## src/rtl/btb_assoc.sv

```systemverilog
// N-way set-associative BTB with saturating direction counters, tree-PLRU replacement and
// a one-deep pending-write register that is bypassed to lookups. Optional flush: BTB_FLUSH_EN.
module btb_assoc #(
    parameter int SETS = 8,
    parameter int WAYS = 2,
    parameter int CTR_W = 2,
    parameter logic [CTR_W-1:0] CTR_INIT = {1'b1, {(CTR_W-1){1'b0}}}
) (
    input  logic        clk,
    input  logic        rst_n,
    input  logic [31:0] pc,
    output logic        valid,
    output logic        predicted_taken,
    output logic [31:0] target_pc,
    input  logic        update,
    input  logic [31:0] update_pc,
    input  logic [31:0] update_target,
    input  logic        update_taken,
    input  logic        mispredicted
`ifdef BTB_FLUSH_EN
    ,
    input  logic        flush
`endif
);
    localparam int IDX_W = $clog2(SETS);
    localparam int WAY_W = $clog2(WAYS);
    localparam int TAG_W = 32 - IDX_W - 2;

    logic [SETS-1:0][WAYS-1:0] vld_q;
    logic [TAG_W-1:0]          tag_q  [SETS][WAYS];
    logic [31:0]               tgt_q  [SETS][WAYS];
    logic [CTR_W-1:0]          ctr_q  [SETS][WAYS];
    logic [WAYS-2:0]           plru_q [SETS];
    logic [WAYS-2:0]           plru_d [SETS];

    logic             pend_vld_q, pend_vld_d;
    logic [IDX_W-1:0] pend_idx_q;
    logic [WAY_W-1:0] pend_way_q, pend_way_d;
    logic [TAG_W-1:0] pend_tag_q;
    logic [31:0]      pend_tgt_q, pend_tgt_d;
    logic [CTR_W-1:0] pend_ctr_q, pend_ctr_d;

    logic flush_w;
`ifdef BTB_FLUSH_EN
    assign flush_w = flush;
`else
    assign flush_w = 1'b0;
`endif

    logic unused_pc_lsbs;
    assign unused_pc_lsbs = ^{pc[1:0], update_pc[1:0]};

    // Tree node n sits at depth d; bit=1 means the victim lies in the right subtree.
    function automatic int node_depth(int n);
        return $clog2(n + 2) - 1;
    endfunction

    function automatic logic on_path(int n, int w);
        return (w >> (WAY_W - node_depth(n))) == (n + 1 - (1 << node_depth(n)));
    endfunction

    function automatic logic goes_right(int n, int w);
        return ((w >> (WAY_W - 1 - node_depth(n))) & 1) == 1;
    endfunction

    function automatic logic [WAYS-2:0] plru_touch(logic [WAYS-2:0] bits, logic [WAY_W-1:0] way);
        logic [WAYS-2:0] b;
        b = bits;
        for (int n = 0; n < WAYS - 1; n++) begin
            if (on_path(n, int'(way))) b[n] = !goes_right(n, int'(way));
        end
        return b;
    endfunction

    function automatic logic [WAY_W-1:0] plru_victim(logic [WAYS-2:0] bits);
        logic [WAY_W-1:0] v;
        logic             ok;
        v = '0;
        for (int w = 0; w < WAYS; w++) begin
            ok = 1'b1;
            for (int n = 0; n < WAYS - 1; n++) begin
                if (on_path(n, w) && (bits[n] != goes_right(n, w))) ok = 1'b0;
            end
            if (ok) v = WAY_W'(w);
        end
        return v;
    endfunction

    function automatic logic [CTR_W-1:0] ctr_next(logic [CTR_W-1:0] c, logic taken, logic mis);
        if (taken) return (&c) ? c : c + 1'b1;
        if (mis && (c >= CTR_INIT)) return CTR_INIT - 1'b1;
        return (c == '0) ? c : c - 1'b1;
    endfunction

    logic [IDX_W-1:0] l_idx, u_idx;
    logic [TAG_W-1:0] l_tag, u_tag;
    logic [WAYS-1:0]  l_hit;
    logic [WAY_W-1:0] l_way;
    logic [31:0]      l_tgt;
    logic [CTR_W-1:0] l_ctr;

    assign l_idx = pc[IDX_W+1:2];
    assign l_tag = pc[31:IDX_W+2];
    assign u_idx = update_pc[IDX_W+1:2];
    assign u_tag = update_pc[31:IDX_W+2];

    // Lookup: a pending write is visible only to a lookup with the same index and tag.
    always_comb begin
        l_hit = '0;
        l_way = '0;
        l_tgt = '0;
        l_ctr = '0;
        for (int w = 0; w < WAYS; w++) begin
            logic byp;
            byp = pend_vld_q && (pend_idx_q == l_idx) && (pend_way_q == WAY_W'(w)) && (pend_tag_q == l_tag);
            if (byp || (vld_q[l_idx][w] && (tag_q[l_idx][w] == l_tag))) begin
                l_hit[w] = 1'b1;
                l_way    = WAY_W'(w);
                l_tgt    = byp ? pend_tgt_q : tgt_q[l_idx][w];
                l_ctr    = byp ? pend_ctr_q : ctr_q[l_idx][w];
            end
        end
        valid           = |l_hit;
        predicted_taken = valid & l_ctr[CTR_W-1];
        target_pc       = valid ? l_tgt : 32'h0;
    end

    logic             u_hit, u_inv;
    logic [WAY_W-1:0] u_way, u_inv_way;
    logic [31:0]      u_tgt;
    logic [CTR_W-1:0] u_ctr;
    logic [WAYS-2:0]  u_plru;

    // Update sees the array with the pending entry overlaid, so back-to-back updates chain.
    always_comb begin
        u_hit     = 1'b0;
        u_way     = '0;
        u_tgt     = '0;
        u_ctr     = '0;
        u_inv     = 1'b0;
        u_inv_way = '0;
        for (int w = WAYS - 1; w >= 0; w--) begin
            logic             ov;
            logic             ev;
            logic [TAG_W-1:0] et;
            ov = pend_vld_q && (pend_idx_q == u_idx) && (pend_way_q == WAY_W'(w));
            ev = ov || vld_q[u_idx][w];
            et = ov ? pend_tag_q : tag_q[u_idx][w];
            if (ev && (et == u_tag)) begin
                u_hit = 1'b1;
                u_way = WAY_W'(w);
                u_tgt = ov ? pend_tgt_q : tgt_q[u_idx][w];
                u_ctr = ov ? pend_ctr_q : ctr_q[u_idx][w];
            end
            if (!ev) begin
                u_inv     = 1'b1;
                u_inv_way = WAY_W'(w);
            end
        end
        u_plru = plru_q[u_idx];
        if (pend_vld_q && (pend_idx_q == u_idx)) u_plru = plru_touch(u_plru, pend_way_q);

        pend_vld_d = 1'b0;
        pend_way_d = u_way;
        pend_tgt_d = update_target;
        pend_ctr_d = CTR_INIT;
        if (update && !flush_w) begin
            if (u_hit) begin
                pend_vld_d = 1'b1;
                pend_tgt_d = update_taken ? update_target : u_tgt;
                pend_ctr_d = ctr_next(u_ctr, update_taken, mispredicted);
            end else if (update_taken) begin
                pend_vld_d = 1'b1;
                pend_way_d = u_inv ? u_inv_way : plru_victim(u_plru);
            end
        end
    end

    // Lookup touch first, then the write touch, so a same-set write wins.
    always_comb begin
        plru_d = plru_q;
        if (|l_hit) plru_d[l_idx] = plru_touch(plru_d[l_idx], l_way);
        if (pend_vld_q) plru_d[pend_idx_q] = plru_touch(plru_d[pend_idx_q], pend_way_q);
    end

    always_ff @(posedge clk or negedge rst_n) begin
        if (!rst_n) begin
            pend_vld_q <= 1'b0;
            vld_q      <= '0;
            for (int s = 0; s < SETS; s++) begin
                plru_q[s] <= '0;
                for (int w = 0; w < WAYS; w++) ctr_q[s][w] <= '0;
            end
        end else if (flush_w) begin
            pend_vld_q <= 1'b0;
            vld_q      <= '0;
            for (int s = 0; s < SETS; s++) plru_q[s] <= '0;
        end else begin
            pend_vld_q <= pend_vld_d;
            plru_q     <= plru_d;
            if (pend_vld_q) begin
                vld_q[pend_idx_q][pend_way_q] <= 1'b1;
                ctr_q[pend_idx_q][pend_way_q] <= pend_ctr_q;
            end
        end
    end

    always_ff @(posedge clk) begin
        if (pend_vld_d) begin
            pend_idx_q <= u_idx;
            pend_way_q <= pend_way_d;
            pend_tag_q <= u_tag;
            pend_tgt_q <= pend_tgt_d;
            pend_ctr_q <= pend_ctr_d;
        end
        if (pend_vld_q) begin
            tag_q[pend_idx_q][pend_way_q] <= pend_tag_q;
            tgt_q[pend_idx_q][pend_way_q] <= pend_tgt_q;
        end
    end

    assert property (@(posedge clk) disable iff (!rst_n) $onehot0(l_hit));

endmodule

```

## config.mk

```make
export PLATFORM = sky130hd
export DESIGN_NAME = btb_assoc
export DESIGN_NICKNAME = d
export VERILOG_FILES = /design/src/rtl/btb_assoc.sv
export SDC_FILE = /design/constraint.sdc
export NUM_CORES = 1
export LEC_CHECK = 0
export CAP_MARGIN = 0
export CELL_PAD_IN_SITES_DETAIL_PLACEMENT = 1
export CELL_PAD_IN_SITES_GLOBAL_PLACEMENT = 1
export CORE_ASPECT_RATIO = 0.6
export CORE_UTILIZATION = 48
export CTS_CLUSTER_SIZE = 8
export DETAILED_ROUTE_END_ITERATION = 6
export GPL_TIMING_DRIVEN = 0
export PLACE_DENSITY_LB_ADDON = 0.1
export REMOVE_ABC_BUFFERS = 1
export SYNTH_ARGS = -nofsm -noshare
export SYNTH_HDL_FRONTEND = slang
export SYNTH_SLANG_ARGS = --single-unit
```

## constraint.sdc

```tcl
create_clock -name clk -period 7.42 [get_ports clk]
set_input_delay 1.484 -clock clk [delete_from_list [all_inputs] [get_ports clk]]
set_output_delay 1.484 -clock clk [all_outputs]
set_load 0.01 [all_outputs]
```

==> results of run 1 <==
==> final timing paths <==
kind / to / depth (start not counted)
min in group asynchronous: ctr_q[6] / 1
max in group asynchronous: vld_q[4] / 2
max reg2reg: pend_tgt_q[21] / 13
max: target_pc[16] / 14
min: vld_q[0] / 1
min reg2reg: vld_q[0] / 1
==> worst max-delay path, delay by kind of cell <==
kind	cells	cell delay, ps
xor gates and xnor gates	1	170
buffers and inverters	4	1150
and+or+nand+nor	5	1260
AOI/OAI and AO/OA	4	1850
==> through the flow <==
stage / area, um^2 / setup TNS (ps) / total power, mW / utilization / setup slack, ps
2_1_floorplan: 48400 / -27730 / 7.61 / - / -955
3_3_place_gp: 51400 / -4767220 / 8.47 / 0.508 / -18270
3_5_place_dp: 53900 / -74130 / 8.26 / 0.532 / -1750
6_report: 58800 / -25.3 / 14.6 / 0.581 / -21.9
5_1_grt: 58800 / -136 / 14.9 / 0.581 / -53.5
4_1_cts: 58600 / 0 / 14.6 / 0.579 / 3.52
==> final cells by class <==
cell class / count / area, um^2 / area share
clock buffers: 193 / 3960 / 0.0673
repair buffers: 290 / 3960 / 0.0673
multi-input cells: 1707 / 17100 / 0.291
well taps: 1334 / 1670 / 0.0284
inverters: 26 / 144 / 0.00245
diodes: 3 / 7.51 / 0.000128
clock inverters: 15 / 219 / 0.00372
flip-flops and latches: 1066 / 31700 / 0.539
==> routing by layer <==
layer / up-vias / routed length (um) / share of wire / GRT usage
met5: - / 0 / 0 / 0
met1: 18100 / 75500 / 0.41 / 0.515
met4: 0 / 4790 / 0.026 / 0.114
met2: 2630 / 80300 / 0.44 / 0.503
met3: 345 / 22600 / 0.12 / 0.0888
li1: 13200 / - / - / -
==> state kept, by name, summed over array words and instances (netlist names) <==
name        count
tgt_q         512
vld_q          16
pend_tgt_q     32
pend_way_q      1
pend_vld_q      1
ctr_q          32
pend_tag_q     27
plru_q          8
pend_idx_q      3
pend_ctr_q      2
tag_q         432
==> power by group <==
group	switching, mW	internal, mW
clock	2.62	3.71
sequential	0.193	6.76
combinational	0.746	0.551
total	3.56	11.0
==> repair_timing <==
item                                   4_1_cts  5_1_grt
buffers inserted                            14        2
cloned                                       6        0
gates resized for setup                     48       28
pin swaps                                    8       10
endpoints found under the hold margin        0        0
setup endpoints to repair                   34       45
==> cell usage in the layout (no fill, tap or decap), types with 15 or more instances in the layout <==
cell / n
sky130_fd_sc_hd__o21ai_0: 17
sky130_fd_sc_hd__nand2_1: 70
sky130_fd_sc_hd__o41ai_1: 15
sky130_fd_sc_hd__nor2_1: 83
sky130_fd_sc_hd__nand4_1: 34
sky130_fd_sc_hd__buf_6: 32
sky130_fd_sc_hd__o22a_1: 52
sky130_fd_sc_hd__mux4_2: 256
sky130_fd_sc_hd__a22oi_1: 92
sky130_fd_sc_hd__or4_1: 23
sky130_fd_sc_hd__inv_1: 16
sky130_fd_sc_hd__dfrtp_1: 57
sky130_fd_sc_hd__buf_16: 39
sky130_fd_sc_hd__clkbuf_1: 41
sky130_fd_sc_hd__a221o_1: 31
sky130_fd_sc_hd__a221oi_1: 26
sky130_fd_sc_hd__a21oi_1: 48
sky130_fd_sc_hd__buf_8: 21
sky130_fd_sc_hd__nor4_1: 30
sky130_fd_sc_hd__a2bb2oi_1: 15
sky130_fd_sc_hd__nand2b_1: 20
sky130_fd_sc_hd__edfxtp_1: 1009
sky130_fd_sc_hd__o221ai_1: 23
sky130_fd_sc_hd__o22ai_1: 240
sky130_fd_sc_hd__o31ai_1: 28
sky130_fd_sc_hd__xnor2_1: 71
sky130_fd_sc_hd__buf_4: 47
sky130_fd_sc_hd__mux2_2: 85
sky130_fd_sc_hd__clkbuf_16: 152
sky130_fd_sc_hd__mux2i_1: 159
sky130_fd_sc_hd__clkdlybuf4s50_1: 121
sky130_fd_sc_hd__xor2_1: 40
sky130_fd_sc_hd__buf_12: 21
==> kinds of logic after synthesis <==
family	count (synthesis)	share of synthesized area
and+or+nand+nor	393	0.0427
xor gates and xnor gates	121	0.0217
AOI/OAI and AO/OA	691	0.103
buffers and inverters	253	0.0224
DFF	1066	0.642
muxes	502	0.169
==> results list, run 1 <==
* Register-to-register path setup slack: roughly 1100 ps
* Number of buffers on the longest clock path: 3
- X dimension of the die: between 400 and 500 um
- First-pass iteration count of the detailed router: 6
* Synthesis-stage register bit count: between 1000 and 1500
* Filler cells: 8911
- Headroom to the max-slew limit came out at 0.202.
- Final Hold Fails: 0
- Clock-pin slew was measured on the worst setup and hold paths at roughly 50 ps.
* Effective utilization at floorplan: 0.488
* Ordered cell list for the critical path: buf_16 -> buf_16 -> and2_4 -> a221o_1 -> a222oi_1 -> xnor2_1 -> nor4_2 -> nand3_2 -> o41ai_4 -> buf_6 -> nand2_1 -> nand2_8 -> a2bb2oi_1 -> clkdlybuf4s50_1
- Number of buffers inserted by port buffering: 130
- Number of enable flip-flop cells after synthesis: between 1000 and 1500
- Worst reg2reg startpoint: pend_way_q
- The die covers approximately 0.10 mm^2.
- Seq/Total Area, Yosys: 0.642
* Share of layout cells above drive strength 1: 0.240
* Share of the clock period used by the worst path after layout: 1.00
* Critical Path RT: slightly below 6000 ps
- Total routed wirelength: between 150000 and 200000 um
- Floorplan row count: 90
- Critical path peak fanout: 21
* Maximum vdd ir drop: roughly 0.00022 V
- Critical path data arrival time: between 5000 and 6000 ps
- The final layout contains approximately 3300 nets.
- The cell that appears most often on the critical path is sky130_fd_sc_hd__buf_16.
* Area overhead of the layout relative to synthesis: 19.0%
- The number of global-route vias before repair is 34500.
- The cell count after synthesis came out at 3026.
* Global placement routability congestion: roughly 0.93
- Once detail routing completed, the nets flagged for antenna violations numbered 0.
- The HPWL after detailed placement is ~110000 um.
- The smallest clock period supported by the final layout is computed as between 7000 and 8000 ps.
- Synth unique cells: 73
* Hold_buf cts: 0
- Warnings from Yosys: 0
- The tree is rooted in a sky130_fd_sc_hd__clkbuf_16.
- After synthesis the cells add up to between 0.04 and 0.05 mm^2.
- The tree built by TritonCTS fans out to between 1000 and 1500 sinks.
- Setup slack on the critical path of the routed design comes to -21.9 ps.
* Violated checks: negative setup slack
- Area of the placeable core: a little over 0.1 mm^2
* Delay of the slowest cell on the worst path: a little under 700 ps
- Final setup fails: 2
- Placed instance count: 4401
- Leakage dissipation: 19.5 nW
- Cts bufs inserted: 151
- In this run the count of I/O pins placed on the die edge is around 140.
- Detailed Route Iter0 Violations: approximately 5200
- The most critical setup path has its startpoint at pc[3].
- sky130_fd_sc_hd__edfxtp_1 takes more of the synthesized area than any other cell.
- The flow ran to the end, but the final reports show violations.
* Cells taking the most area after synthesis: sky130_fd_sc_hd__edfxtp_1 (61%), sky130_fd_sc_hd__mux4_2 (12%), sky130_fd_sc_hd__mux2i_1 (3.2%), sky130_fd_sc_hd__o22ai_1 (3.0%), sky130_fd_sc_hd__dfrtp_1 (2.9%)
- Gr ovfl total: 0
- CTS H-tree depth: 4
* Largest net degree at the start of global routing: around 80
- Most common cell in the netlist: sky130_fd_sc_hd__edfxtp_1
- On the final layout, the worst hold slack is 498 ps.
- Critical Path Source Type: input pin
- Slowest CP cell: sky130_fd_sc_hd__a222oi_1
- The worst hold path begins at vld_q[0].
- Dividing the detail-routed wire length by the instance count gives around 40 um.
* Async S/R FF share, synth: 0.0535
- The worst setup path is captured at an output pin.
* Die height: around 250 um
- Wire length of the first global-routing pass: roughly 260000 um
- TritonCTS built the clock tree.
* Ranking of synthesized cells by instance count: sky130_fd_sc_hd__edfxtp_1 (1009), sky130_fd_sc_hd__mux4_2 (256), sky130_fd_sc_hd__o22ai_1 (240), sky130_fd_sc_hd__mux2i_1 (159), sky130_fd_sc_hd__clkbuf_1 (130)
* Overall global routing resource usage: 0.348
* Clock latency reported for the late side of the worst-skew pair: around 770 ps
- Max-cap violations in this run came to 0.
- Residual DRC: 0
- Class of the worst hold path: flip-flop to flip-flop
- In the synthesized netlist the dominant register cell turns out to be sky130_fd_sc_hd__edfxtp_1.
- The worst setup path is of the input pin to output pin kind.
- Vias per cell: approximately 7.4
* Clock skew after layout: ~29 ps
- Highest achievable clock rate: approximately 130 MHz
- Power density over the cells: ~250 mW/mm^2
* Total number of vias: roughly 34000
- Avg Inst Size Synth: between 15 and 20 um^2
* Number of max-slew violations in the final report: 0
- The initial antenna violation count was 5.
- Of the post-synthesis cell area, the dominant cell type holds 0.613.
- Slew @ Worst Pin: 1190 ps
- Count of placed standard cells in the final layout, fillers left out: about 4600
Power figures use the tool's default switching activity.
==> inputs of run 2 (changes only) <==
--- a/config.mk
+++ b/config.mk
@@ -9,12 +9,14 @@
 export CELL_PAD_IN_SITES_DETAIL_PLACEMENT = 1
 export CELL_PAD_IN_SITES_GLOBAL_PLACEMENT = 1
 export CORE_ASPECT_RATIO = 0.6
-export CORE_UTILIZATION = 48
+export CORE_UTILIZATION = 50
 export CTS_CLUSTER_SIZE = 8
 export DETAILED_ROUTE_END_ITERATION = 6
+export DONT_BUFFER_PORTS = 1
 export GPL_TIMING_DRIVEN = 0
 export PLACE_DENSITY_LB_ADDON = 0.1
 export REMOVE_ABC_BUFFERS = 1
+export SLEW_MARGIN = 10
 export SYNTH_ARGS = -nofsm -noshare
 export SYNTH_HDL_FRONTEND = slang
 export SYNTH_SLANG_ARGS = --single-unit
==> run 2 against run 1 <==
  * The flow finishes with violations (max-slew violations, negative setup slack)
  * Power decreased by 2.4%
  * Setup slack got worse by 89 ps
  * Count of clock-buffer cells in the layout decreased by 2
  * Sequential share of layout area increased by 2.2 points
  * Clock power decreased by 0.8%
  * First-iteration DRC count decreased by 6.9%
  * Via count decreased by 3.1%
  * Critical path depth decreased by 1
  * Global-route usage decreased by 0.070 points
  * Routed wire length decreased by 4.7%
  * Non-clock buffer count decreased by 149
  * Highest routed layer is now met5
==> results list, run 2 (same netlist as run 1, synthesis figures left out) <==
* Tmin final: 7530 ps (+88.9 ps)
- Leakage dissipation: 18.6 nW (-4.8%)
- Initial antenna violation count: 4 (-1)
- The largest registers in the layout are tgt_q x512, tag_q x432.
- Power density over the cells: 252 mW/mm^2 (+1.6%)
* Global placement routability congestion: 0.959 (+2.6%)
- Final-layout setup total negative slack: -2120 ps (-2090 ps)
* Die footprint: 0.100 mm^2 (-4.0%)
- Status: complete, but fails checks
- Most common cell after layout, fill and taps aside: sky130_fd_sc_hd__edfxtp_1
- Number of buffers on the longest clock path: 3 (unchanged)
- Biggest register: tgt_q
- The count of max-cap constraint violations is 0 (unchanged).
* Category of the most critical setup path: input pin to output pin
- The largest net degree at the start of global routing was 235 (+190%).
- The number of CTS-inserted buffers came to 151 (unchanged).
* Vias per cell: 7.45 (+0.94%)
- Maximum vdd ir drop: 0.000242 V (+7.6%)
* Pre-CTS WS: -792 ps (+959 ps)
- The checks that failed: max-slew violations, negative setup slack.
* Total number of vias: 33100 (-3.1%)
* Number of flip-flops in the largest register: 512 (unchanged)
- Area of the placeable core: 0.0970 mm^2 (-4.2%)
- Residual DRC: 0 (unchanged)
* Die height: 246 um (-2.0%)
- The total wire length after detailed routing was 175000 um (-4.7%).
- The final worst-path setup slack came to -111 ps (-88.9 ps).
* First-pass iteration count of the detailed router: 5 (-1)
- Filler cells: 8530 (-4.3%)
- The number of global-route vias before repair was 33500 (-3.0%).
- Area used by sequential logic in the layout: 0.0317 mm^2 (unchanged)
- CTS clk-pin slew, worst paths: 50 ps (about the same)
- The number of violations reported at the end of detailed-routing iteration 0 came to 4810 (-6.9%).
* Number of buffers inserted by port buffering: 0 (-100%)
* Clock latency reported for the late side of the worst-skew pair: 760 ps (about the same)
* Class of the worst hold path: input pin to asynchronous set/reset pin
- Critical Path RT: 5940 ps (about the same)
- Slew @ Worst Pin: 1770 ps (+578 ps)
- Area overhead of the layout relative to synthesis: 14.3%
- Share of the clock period used by the worst path after layout: 1.01 (+0.0120)
- Number of sinks driven by the clock tree: 1066 (unchanged)
* Most frequent cells in the layout: sky130_fd_sc_hd__edfxtp_1 (1009), sky130_fd_sc_hd__mux4_2 (256), sky130_fd_sc_hd__o22ai_1 (240)
- The antenna violation net count after detailed routing is 0 (unchanged).
* Num ports: 135 (unchanged)
- Final setup fails: 31 (+29)
- Clock skew after layout: 23.7 ps (-5.15 ps)
- Gr ovfl total: 0 (unchanged)
- CTS root buffer: sky130_fd_sc_hd__clkbuf_16
* Floorplan row count: 88 (-2.2%)
* Critical path peak fanout: 100 (+380%)
- The wire length of the first global-routing pass is 249000 um (-3.5%).
- The overall die width is 408 um (-2.0%).
- Half-perimeter wire length after placement: 105000 um (-4.4%)
* Number of max-slew violations in the final report: 73 (+73)
- The fraction of layout instances using a drive strength above 1 is 0.233 (-0.00681).
- The internal reg-to-reg setup slack is 1120 ps (about the same).
- Effective utilization at floorplan: 0.510 (+0.0213)
* Clock tree from TritonCTS: yes
- Critical Path Source Type: input pin
- The per-cell routed wire length came to 39.2 um (-0.73%).
- The highest achievable clock rate was 133 MHz (-1.2%).
- Critical path data arrival time: 6050 ps (+90 ps)
- Final Hold Fails: 0 (unchanged)
- The count of H-tree levels built during CTS came to 4 (unchanged).
* Tightest slew margin relative to the limit: -0.177 (-0.379)
- The area of the multi-input gates was 0.0169 mm^2 (-1.6%).
- The final layout net count came to 3194 (-4.5%).
- Setup repair after global routing left no endpoint under its margin.
- Overall global routing resource usage: 0.347 (-0.000697)
- Capturing element type of the critical path: output pin
- The power after layout is 14.2 mW (-2.4%).
run 2: cell count changes in the layout (fill, tap and decap cells not counted), sizes merged:
cell           delta
diode             -1
clkdlybuf4s50   -121
clkinvlp          -1
clkinv            -3
dlymetal6s2s      -2
buf              -20
clkbuf            -2
inv               -2
bufbuf            -6
run 2: area by class of cell:
type / count / area share
antenna: 2 / 0.0000886
clock buffer: 191 / 0.0718
clock inverter: 9 / 0.00186
inverter: 26 / 0.00252
multi-input combinational: 1707 / 0.298
sequential: 1066 / 0.562
tap: 1305 / 0.0289
timing repair buffer: 141 / 0.0349
run 2: worst max-delay path: stages:
cell and delay (ps):
sky130_fd_sc_hd__nor2b_1 950, sky130_fd_sc_hd__a221o_1 290, sky130_fd_sc_hd__a222oi_1 100, sky130_fd_sc_hd__xnor2_1 150
sky130_fd_sc_hd__nor4_1 930, sky130_fd_sc_hd__and3_1 300, sky130_fd_sc_hd__nand4_1 120, sky130_fd_sc_hd__buf_8 200
sky130_fd_sc_hd__buf_8 170, sky130_fd_sc_hd__buf_8 160, sky130_fd_sc_hd__nor3_4 450, sky130_fd_sc_hd__buf_8 230
sky130_fd_sc_hd__a221o_1 300
run 2: path summary, 6_finish.rpt:
kind / from / endpoint / depth (start not counted)
max in group asynchronous: rst_n / ctr_q[6] / 0
max reg2reg: pend_idx_q[2] / pend_tgt_q[18] / 11
min: rst_n / ctr_q[11] / 0
min reg2reg: vld_q[13] / vld_q[13] / 1
max: pc[3] / target_pc[9] / 13
min in group clk: vld_q[13] / vld_q[13] / 1
run 2: routing by layer:
metal	vias up	routed length, um	global-route usage
li1	12900	-	-
met1	17500	71000	0.500
met2	2368	78700	0.520
met3	352	20200	0.0866
met4	2	4680	0.113
met5	-	7	0
run 2: through the flow:
step           instances  instance area (um^2)  hold WS [ps]   util
2_1_floorplan       2799                 48400           441      -
3_3_place_gp        4104                 50100           458  0.516
3_5_place_dp        4244                 52300           481  0.539
4_1_cts             4445                 56500           378  0.582
5_1_grt             4447                 56500           407  0.582
6_report            4447                 56500           423  0.582
run 2: power by group:
| group | total (mW) | internal (mW) | switching, mW |
|---|---|---|---|
| combinational | 0.995 | 0.470 | 0.525 |
| clock | 6.28 | 3.77 | 2.52 |
| sequential | 6.95 | 6.76 | 0.190 |
run 2: timing repair:
item                                    4_1_cts  5_1_grt
pin swaps                                     1        1
resized for setup                             7        3
endpoints found under the setup margin       33        7
hold buffers                                  0        0
buffers inserted                              1        0
